--- src/rtl/uart_frame_tx.sv ---
// uart_frame_tx: FIFO-buffered UART serialiser (5-8 data bits, 1-2 stop bits, parity under UART_TX_PARITY_EN).
// Latency: start bit begins two edges after a push into an idle block; queued frames follow with no idle gap.
// Backpressure: tx_ready drops while the FIFO holds FIFO_DEPTH words; a full FIFO refuses pushes even on a pop cycle.

// uart_tx_fifo: power-of-two word FIFO with registered occupancy count.
// Latency: a pushed word is visible at the head one edge later; pop_dat is the current head.
// Backpressure: push_rdy is low when full, independent of a same-cycle pop.
module uart_tx_fifo #(
  parameter int WIDTH = 8,
  parameter int DEPTH = 16
) (
  input  logic                   clk,
  input  logic                   rst,
  input  logic                   push_vld,
  input  logic [WIDTH-1:0]       push_dat,
  output logic                   push_rdy,
  input  logic                   pop_vld,
  output logic [WIDTH-1:0]       pop_dat,
  output logic [$clog2(DEPTH):0] level
);
  localparam int AW = $clog2(DEPTH);

  logic [WIDTH-1:0] mem_q [DEPTH];
  logic [AW-1:0]    wr_ptr_q, wr_ptr_d, rd_ptr_q, rd_ptr_d;
  logic [AW:0]      level_q, level_d;
  logic             push_fire, pop_fire;

  assign push_rdy  = (level_q != (AW+1)'(DEPTH));
  assign push_fire = push_vld && push_rdy;
  assign pop_fire  = pop_vld && (level_q != '0);
  assign pop_dat   = mem_q[rd_ptr_q];
  assign level     = level_q;

  always_comb begin
    wr_ptr_d = wr_ptr_q;
    rd_ptr_d = rd_ptr_q;
    level_d  = level_q;
    if (push_fire) wr_ptr_d = wr_ptr_q + AW'(1);
    if (pop_fire)  rd_ptr_d = rd_ptr_q + AW'(1);
    case ({push_fire, pop_fire})
      2'b10:   level_d = level_q + (AW+1)'(1);
      2'b01:   level_d = level_q - (AW+1)'(1);
      default: level_d = level_q;
    endcase
  end

  always_ff @(posedge clk) begin
    if (rst) begin
      wr_ptr_q <= '0;
      rd_ptr_q <= '0;
      level_q  <= '0;
    end else begin
      wr_ptr_q <= wr_ptr_d;
      rd_ptr_q <= rd_ptr_d;
      level_q  <= level_d;
    end
  end

  // Storage needs no reset: a flush only clears the pointers and count.
  always_ff @(posedge clk) begin
    if (push_fire) mem_q[wr_ptr_q] <= push_dat;
  end
endmodule

module uart_frame_tx #(
  parameter int CLK_FREQ   = 50_000_000,
  parameter int BAUD       = 115200,
  parameter int DATA_BITS  = 8,
  parameter int STOP_BITS  = 1,
  parameter int PARITY_ODD = 0,
  parameter int FIFO_DEPTH = 16
) (
  input  logic                        Clk,
  input  logic                        Reset,
  input  logic [DATA_BITS-1:0]        tx_data,
  input  logic                        tx_valid,
  output logic                        tx_ready,
  output logic                        uart_tx,
  output logic                        tx_busy,
  output logic                        tx_done,
  output logic [$clog2(FIFO_DEPTH):0] fifo_level
);
  localparam int BAUD_DIV = CLK_FREQ / BAUD;
  localparam int BAUD_W   = (BAUD_DIV > 1) ? $clog2(BAUD_DIV) : 1;
  localparam int BIT_W    = $clog2(DATA_BITS + 1);

  typedef enum logic [2:0] {
    S_IDLE,
    S_START,
    S_DATA,
`ifdef UART_TX_PARITY_EN
    S_PARITY,
`endif
    S_STOP
  } state_t;

  state_t               state_q, state_d;
  logic [BAUD_W-1:0]    baud_q, baud_d;
  logic [BIT_W-1:0]     bit_q, bit_d;
  logic [DATA_BITS-1:0] shift_q, shift_d;
  logic                 line_q, line_d;
  logic                 done_q, done_d;
  logic                 pop;
  logic [DATA_BITS-1:0] head;
  logic                 fifo_empty;
  logic                 baud_end;

  uart_tx_fifo #(
    .WIDTH (DATA_BITS),
    .DEPTH (FIFO_DEPTH)
  ) u_fifo (
    .clk      (Clk),
    .rst      (Reset),
    .push_vld (tx_valid),
    .push_dat (tx_data),
    .push_rdy (tx_ready),
    .pop_vld  (pop),
    .pop_dat  (head),
    .level    (fifo_level)
  );

  assign fifo_empty = (fifo_level == '0);
  assign baud_end   = (baud_q == BAUD_W'(BAUD_DIV - 1));

`ifdef UART_TX_PARITY_EN
  logic par_q, par_d;
  logic head_par;
  assign head_par = (^head) ^ (PARITY_ODD != 0);
`else
  logic unused_parity_odd;
  assign unused_parity_odd = (PARITY_ODD != 0);
`endif

  always_comb begin
    state_d = state_q;
    baud_d  = baud_q;
    bit_d   = bit_q;
    shift_d = shift_q;
    line_d  = 1'b1;
    done_d  = 1'b0;
    pop     = 1'b0;
`ifdef UART_TX_PARITY_EN
    par_d   = par_q;
`endif
    case (state_q)
      S_IDLE: begin
        if (!fifo_empty) begin
          pop     = 1'b1;
          shift_d = head;
`ifdef UART_TX_PARITY_EN
          par_d   = head_par;
`endif
          baud_d  = '0;
          bit_d   = '0;
          state_d = S_START;
        end
      end
      S_START: begin
        line_d = 1'b0;
        if (baud_end) begin
          baud_d  = '0;
          bit_d   = '0;
          state_d = S_DATA;
        end else begin
          baud_d = baud_q + BAUD_W'(1);
        end
      end
      S_DATA: begin
        line_d = shift_q[0];
        if (baud_end) begin
          baud_d  = '0;
          shift_d = shift_q >> 1;
          if (bit_q == BIT_W'(DATA_BITS - 1)) begin
            bit_d   = '0;
`ifdef UART_TX_PARITY_EN
            state_d = S_PARITY;
`else
            state_d = S_STOP;
`endif
          end else begin
            bit_d = bit_q + BIT_W'(1);
          end
        end else begin
          baud_d = baud_q + BAUD_W'(1);
        end
      end
`ifdef UART_TX_PARITY_EN
      S_PARITY: begin
        line_d = par_q;
        if (baud_end) begin
          baud_d  = '0;
          bit_d   = '0;
          state_d = S_STOP;
        end else begin
          baud_d = baud_q + BAUD_W'(1);
        end
      end
`endif
      S_STOP: begin
        line_d = 1'b1;
        if (baud_end) begin
          baud_d = '0;
          if (bit_q == BIT_W'(STOP_BITS - 1)) begin
            done_d = 1'b1;
            bit_d  = '0;
            // Chain straight into the next start bit when work is queued.
            if (!fifo_empty) begin
              pop     = 1'b1;
              shift_d = head;
`ifdef UART_TX_PARITY_EN
              par_d   = head_par;
`endif
              state_d = S_START;
            end else begin
              state_d = S_IDLE;
            end
          end else begin
            bit_d = bit_q + BIT_W'(1);
          end
        end else begin
          baud_d = baud_q + BAUD_W'(1);
        end
      end
      default: state_d = S_IDLE;
    endcase
  end

  always_ff @(posedge Clk) begin
    if (Reset) begin
      state_q <= S_IDLE;
      baud_q  <= '0;
      bit_q   <= '0;
      shift_q <= '0;
      line_q  <= 1'b1;
      done_q  <= 1'b0;
`ifdef UART_TX_PARITY_EN
      par_q   <= 1'b0;
`endif
    end else begin
      state_q <= state_d;
      baud_q  <= baud_d;
      bit_q   <= bit_d;
      shift_q <= shift_d;
      line_q  <= line_d;
      done_q  <= done_d;
`ifdef UART_TX_PARITY_EN
      par_q   <= par_d;
`endif
    end
  end

  // Line and done trail the state by one edge, so busy also covers the done cycle.
  assign uart_tx = line_q;
  assign tx_done = done_q;
  assign tx_busy = (state_q != S_IDLE) || !fifo_empty || done_q;
endmodule

--- config.mk ---
export PLATFORM = sky130hd
export DESIGN_NAME = uart_frame_tx
export DESIGN_NICKNAME = d
export VERILOG_FILES = /design/src/rtl/uart_frame_tx.sv
export SDC_FILE = /design/constraint.sdc
export NUM_CORES = 1
export LEC_CHECK = 0
export BUFFER_PORTS_ARGS = -buffer_cell sky130_fd_sc_hd__buf_2
export CORE_MARGIN = 1.5
export CORE_UTILIZATION = 40
export DETAILED_ROUTE_END_ITERATION = 8
export PLACE_DENSITY = 0.53
export SLEW_MARGIN = 20
export SYNTH_ARGS = -nofsm -noshare
export SYNTH_HDL_FRONTEND = slang
export SYNTH_HIERARCHICAL = 1
export SYNTH_SLANG_ARGS = --single-unit
--- constraint.sdc ---
create_clock -name Clk -period 3.9 [get_ports Clk]
set_input_delay 0.975 -clock Clk [delete_from_list [all_inputs] [get_ports Clk]]
set_output_delay 0.975 -clock Clk [all_outputs]
set_load 0.03 [all_outputs]
# [After elaboration in Yosys (flattened, before gate mapping)]
# Memory sizes are Yosys's and may differ from the RTL's. A register that Yosys moved wholly into a read port is not among the register bits.
# Cells that the tools add are included.
[word_totals] reg_bits=39 ram_bits=128 inputBits=11 output_inout_bits=9 elab_cells=86 n_memories=1
[op_classes] n_addsub=6 eq_ne=14 muxes=34 bitwise=2 n_reduce_logical=20
[memory_table] name="u_fifo.mem_q" words=16 width=8 read_ports=1 rd_ports_with_merged_regs=1 wr=1 line="23" rtl="logic [WIDTH-1:0] mem_q [DEPTH];"
[ops] cell="$mux 4" n=8
[ops] cell="$mux 8" n=4
[ops] cell="$pmux 8 s3" n=1
[ops] cell="$mux 3" n=6
[ops] cell="$mux 9" n=2
[ops] cell="$pmux 9 s2" n=1
[ops] cell="$pmux 4 s4" n=1
[ops] cell="$add 4x1->4 const B" n=3
[ops] cell="$ne 2x2->1 const B" n=6
[ops] cell="$pmux 3 s4" n=1
[ops] cell="$pmux 5 s2" n=1
[ops] cell="$add 9x1->9 const B" n=1
[ops] cell="$eq 9x9->1 const B" n=1
[ops] cell="$mux 1" n=7
[ops] cell="$eq 3x2->1 const B" n=2
[ops] cell="$reduce_and 6->1" n=1
[ops] cell="$reduce_bool 3->1" n=2
[ops] cell="$reduce_or 3->1" n=2
[ops] cell="$add 5x1->5 const B" n=1
[ops] cell="$logic_not 5->1" n=1
[ops] cell="$ne 5x5->1 const B" n=1
[ops] cell="$reduce_and 5->1" n=1
[ops] cell="$reduce_bool 5->1" n=1
[ops] cell="$sub 5x1->5 const B" n=1
[ops] cell="15 further kinds" n=20

# [Logic depth before layout (Yosys ltp)]
[logic_depth] word_depth=8 ltp_mapped=15 ltp_nobuf=14

# [Cells and area by module]
# The synthesis kept the hierarchy.
[by_module_without_submodules] mod="uart_tx_fifo" instances=1 cells_per_inst=297 area_each_um2=5869.4 seq_area_each_um2=4184.0
[by_module_without_submodules] mod="uart_frame_tx" instances=1 cells_per_inst=174 area_each_um2=1561.5 seq_area_each_um2=500.5

# [Worst setup path before layout]
# Ideal clock, no wire load.
[synth_path] path_kind="register to register" from="register baud_q[0]" to="register u_fifo.level_q[4], in the netlist u_fifo/level[4]" setup_ns=0.123 arrival_time_ns=3.446 t_required_ns=3.777 slack_ns=0.331 path_stages_with_launch=15 n_path_buf=1 period_less_slack_ns=3.569 cell_sequence="dfxtp_1 -> ha_1 -> nand4b_1 -> nor2_1 -> nand4_1 -> a211oi_1 -> a21boi_1 -> ha_1 -> clkbuf_1 -> xor2_1 -> ha_1 -> o21ai_0 -> a22o_1 -> nor4_1 -> mux2_1"
[synth_via] elab_chain_len=6 elab_cells_between_ends=8 classes_between="3 x eq/ne; 3 x mux; 2 x reduce/logical"
[synth_lines] element="start: declaration" line="98" rtl="logic [BAUD_W-1:0] baud_q, baud_d;"
[synth_lines] element="start signal: assignment" line="241" rtl="baud_q <= baud_d;"
[synth_lines] element="$eq 9x9->1 *" line="123" rtl="assign baud_end = (baud_q == BAUD_W'(BAUD_DIV - 1));"
[synth_lines] element="$mux 1 *" line="201" rtl="if (baud_end) begin"
[synth_lines] element="$pmux 1 s2 *" line="145" rtl="case (state_q)"
[synth_lines] element="via pop" line="103" rtl="logic pop;"
[synth_lines] element="$logic_and 1x1->1 *" line="30" rtl="assign pop_fire = pop_vld && (level_q != '0);"
[synth_lines] element="via u_fifo.pop_fire" line="26" rtl="logic push_fire, pop_fire;"
[synth_lines] element="$eq 2x1->1 / $eq 2x2->1 (equally long branches)" line="40" rtl="case ({push_fire, pop_fire})"
[synth_lines] element="$pmux 5 s2 / $reduce_bool 2->1 (equally long branches)"
[synth_lines] element="end signal: assignment" line="55" rtl="level_q <= level_d;"
[synth_lines] element="end: declaration" line="25" rtl="logic [AW:0] level_q, level_d;"
# Mark *: on every way through the listed nets, which the timed path passes. The rest lies on a longest branch.
# A chain may end at the register's enable or synchronous reset.

# [Final worst setup path]
# Ends and elaborated chain as after synthesis.

==> flow_metrics.env <==
export IMPL_first_pass_iters=6
export IMPL_arrival_ns=3.86
export IMPL_p_total_uw=5130
export IMPL_globalplace_congestion=0.765
export IMPL_required_ns=4.21
export IMPL_critPathCaptureType="flip-flop"
export IMPL_first_iter_violations=320
export IMPL_synth_xor_area_share_pct=1.06
export IMPL_vias_per_cell=5.53
export IMPL_fillers=1551
export IMPL_skew_ns=0.0176
export IMPL_synthCells=471
export IMPL_io_buffers=19
export IMPL_clock_sinks=170
export IMPL_post_route_util_pct=46.2
export IMPL_synth_mux_area_share_pct=15.4
export IMPL_tritoncts="built"
export IMPL_synth_fa_ha_area_share_pct=2.69
export IMPL_rsz0062_at_grt="no"
export IMPL_synth_top_family_by_area="multiplexers"
export IMPL_crit_path_max_fanout=5
export IMPL_yosysSeqAreaShare_pct=63.0
export IMPL_synthesis_nets=498
export IMPL_maxCapViolCount=0
export IMPL_clk_latency_ns=0.43
export IMPL_crit_type="flip-flop to flip-flop"
export IMPL_ctsHoldBuffers=0
export IMPL_area_growth_pct=12.3
export IMPL_yosys_warnings=6
export IMPL_fin_crit_sh_pct=91.0
export IMPL_grt_pass1_wl_mm=22.8
export IMPL_ant_nets=0
export IMPL_wl_per_cell_um=19.6
export IMPL_ys_ff_latch=170
export IMPL_drc_errors=2
export IMPL_wl_mm=14.4
export IMPL_synthFlopType="edfxtp_1"
export IMPL_synth_area_leaders="edfxtp_1 52%, dfxtp_1 11%, mux4_1 8.5%, mux4_2 4.8%, ha_1 2.7%"
export IMPL_cts_path_max_buffers=2
export IMPL_synth_top_area_cell="edfxtp_1"
export IMPL_max_freq_mhz=282
export IMPL_slew_violations=0
export IMPL_min_delay_path_class="flip-flop to flip-flop"
export IMPL_antenna_found_initial=0
export IMPL_yosys_area_share_simple_pct=9.23
export IMPL_die_width_um=139
export IMPL_fp_dieH_um=139
export IMPL_synth_area_mm2=0.00743
export IMPL_grt_ovfl_total=0
export IMPL_start_kind="flip-flop"
export IMPL_cts_buffers=17
export IMPL_cts_root_buf="clkbuf_16"
export IMPL_grt_max_degree=33
export IMPL_diodes=0
export IMPL_tightest_slew_ns=0.933
export IMPL_yosysTopAreaCellShare_pct=51.7
export IMPL_gr_usage_all_layers_pct=15.5
export IMPL_synth_compound_area_share_pct=5.93
export IMPL_htreeDepth=4
export IMPL_yosysUniqueCellTypes=65
export IMPL_vias=4071
export IMPL_clkTransAtPathRegs_ns=0.07
export IMPL_syn_avg_cell_area_um2=15.8
export IMPL_power_leakage_uw=0.00279
export IMPL_relSlewSlack_pct=37.6
export IMPL_drive_gt1_share_pct=20.7
export IMPL_status="finished, violations left"
export IMPL_die_area_mm2=0.0194
export IMPL_hold_depth=2
export IMPL_min_period_ns=3.55
export IMPL_ir_worst_vdd_v=0.000300
export IMPL_nets=522
export IMPL_core_area_mm2=0.0181
export IMPL_violations="design-rule violations"
export IMPL_powerDensity_mw_per_mm2=614
export IMPL_start_util_pct=41.1
export IMPL_synth_edf_count=128
export IMPL_hpwl_mm=9.51
export IMPL_synth_async_reset_ratio_pct=0
export IMPL_postCtsSetupBuffers=0
export IMPL_row_count=49
export IMPL_setup_tns_ns=0
export IMPL_grt_pass1_vias=4079
export IMPL_hold_violations=0
export IMPL_setup_viol_count_final=0
export IMPL_worst_r2r_setup_slack_ns=0.35
export IMPL_ioPinCount=20
export IMPL_r2r_cells=12
## per-stage QoR
stage | setup WS, ns | instances | hold WS (ns) | instance area (um^2)
2_1_floorplan | 0.331 | 471 | 0.441 | 7430
3_3_place_gp | 0.374 | 705 | 0.455 | 7760
3_5_place_dp | 0.239 | 705 | 0.465 | 7760
4_1_cts | 0.230 | 736 | 0.479 | 8340
5_1_grt | 0.0611 | 736 | 0.504 | 8350
6_report | 0.349 | 736 | 0.477 | 8350
## cell usage after synthesis (10+ instances only)
library cell  count
dfxtp_1          42
edfxtp_1        128
mux4_2           16
inv_1            13
nor4_1           10
mux4_1           24
clkbuf_1         13
nor2_1           41
nand2_1          18
a21oi_1          12
nor3_1           16
ha_1             16
## state kept, by name, summed over array words and instances (netlist names), named ones only
signal	flops
u_fifo/rd_ptr_q	4
uart_tx	1
shift_q	8
u_fifo/mem_q	128
u_fifo/level	5
bit_q	4
baud_q	9
tx_done	1
u_fifo/wr_ptr_q	4
state_q	2
## worst max-delay path, cell delays in order (launching register included)
cell and delay [ns]:
dfxtp_1 0.39, ha_1 0.19, nand4b_1 0.16, nor2_1 0.33, nand4_1 0.19, a211oi_2 0.31, a21boi_1 0.25, ha_1 0.24
ha_1 0.29, a31o_1 0.22, a22o_1 0.22, nor4_1 0.30, mux2_1 0.34
## final cells by class
class | count | area, um^2 | share of cell area, %
timing repair buffer | 30 | 190 | 2.28
clock buffer | 17 | 425 | 5.10
tap | 229 | 287 | 3.43
sequential | 170 | 4690 | 56.1
inverter | 13 | 48.8 | 0.585
clock inverter | 14 | 158 | 1.89
multi-input combinational | 263 | 2550 | 30.6
## path summary, 6_finish.rpt
kind | from | end
worst max register to register | baud_q[0] | u_fifo/level[4]
worst min register to register | shift_q[7] | shift_q[7]
worst max-delay path | baud_q[0] | u_fifo/level[4]
worst min-delay path | shift_q[7] | shift_q[7]
## cell families (layout without fill, tap and decap cells)
family | Yosys count | in the layout
flip-flops | 170 | 170
AND/OR/NAND/NOR | 128 | 128
AO/OA/AOI/OAI | 56 | 56
multiplexers | 54 | 54
buffers and inverters | 38 | 74
adder cells (fa/ha/maj) | 16 | 16
XOR/XNOR | 9 | 9
## power by group
group          internal, uW  total (uW)  switching, uW
clock network           911        1670            762
registers              2040        2150            113
logic                   577        1310            730
total                  3520        5130           1600
## what timing repair did
| item | 4_1_cts | 5_1_grt |
|---|---|---|
| endpoints found under the setup margin | 0 | 1 |
| resized for setup | 0 | 1 |
| hold endpoints to repair | 0 | 0 |
## per-layer routing
| layer | part of all wire (%) | global-route usage, % | routed length, um |
|---|---|---|---|
| met1 | 48 | 21.0 | 6910 |
| met2 | 49 | 25.3 | 7010 |
| met3 | 2.5 | 3.06 | 361 |
| met4 | 1.1 | 5.21 | 159 |
| met5 | 0 | 0 | 0 |
## cell usage in the layout, fill, tap and decap left out, types with 5 or more instances in the layout
master / instances
a21oi_1: 12
a311oi_2: 7
a31oi_1: 8
buf_2: 19
buf_4: 10
clkbuf_16: 17
dfxtp_1: 41
edfxtp_1: 128
ha_1: 16
inv_1: 13
inv_6: 5
inv_8: 5
mux2_2: 7
mux2i_1: 5
mux4_1: 24
mux4_2: 16
nand2_1: 18
nand2b_1: 8
nand4_1: 6
nor2_1: 41
nor3_1: 16
nor4_1: 10
xor2_1: 6
Power figures use the tool's default switching activity.
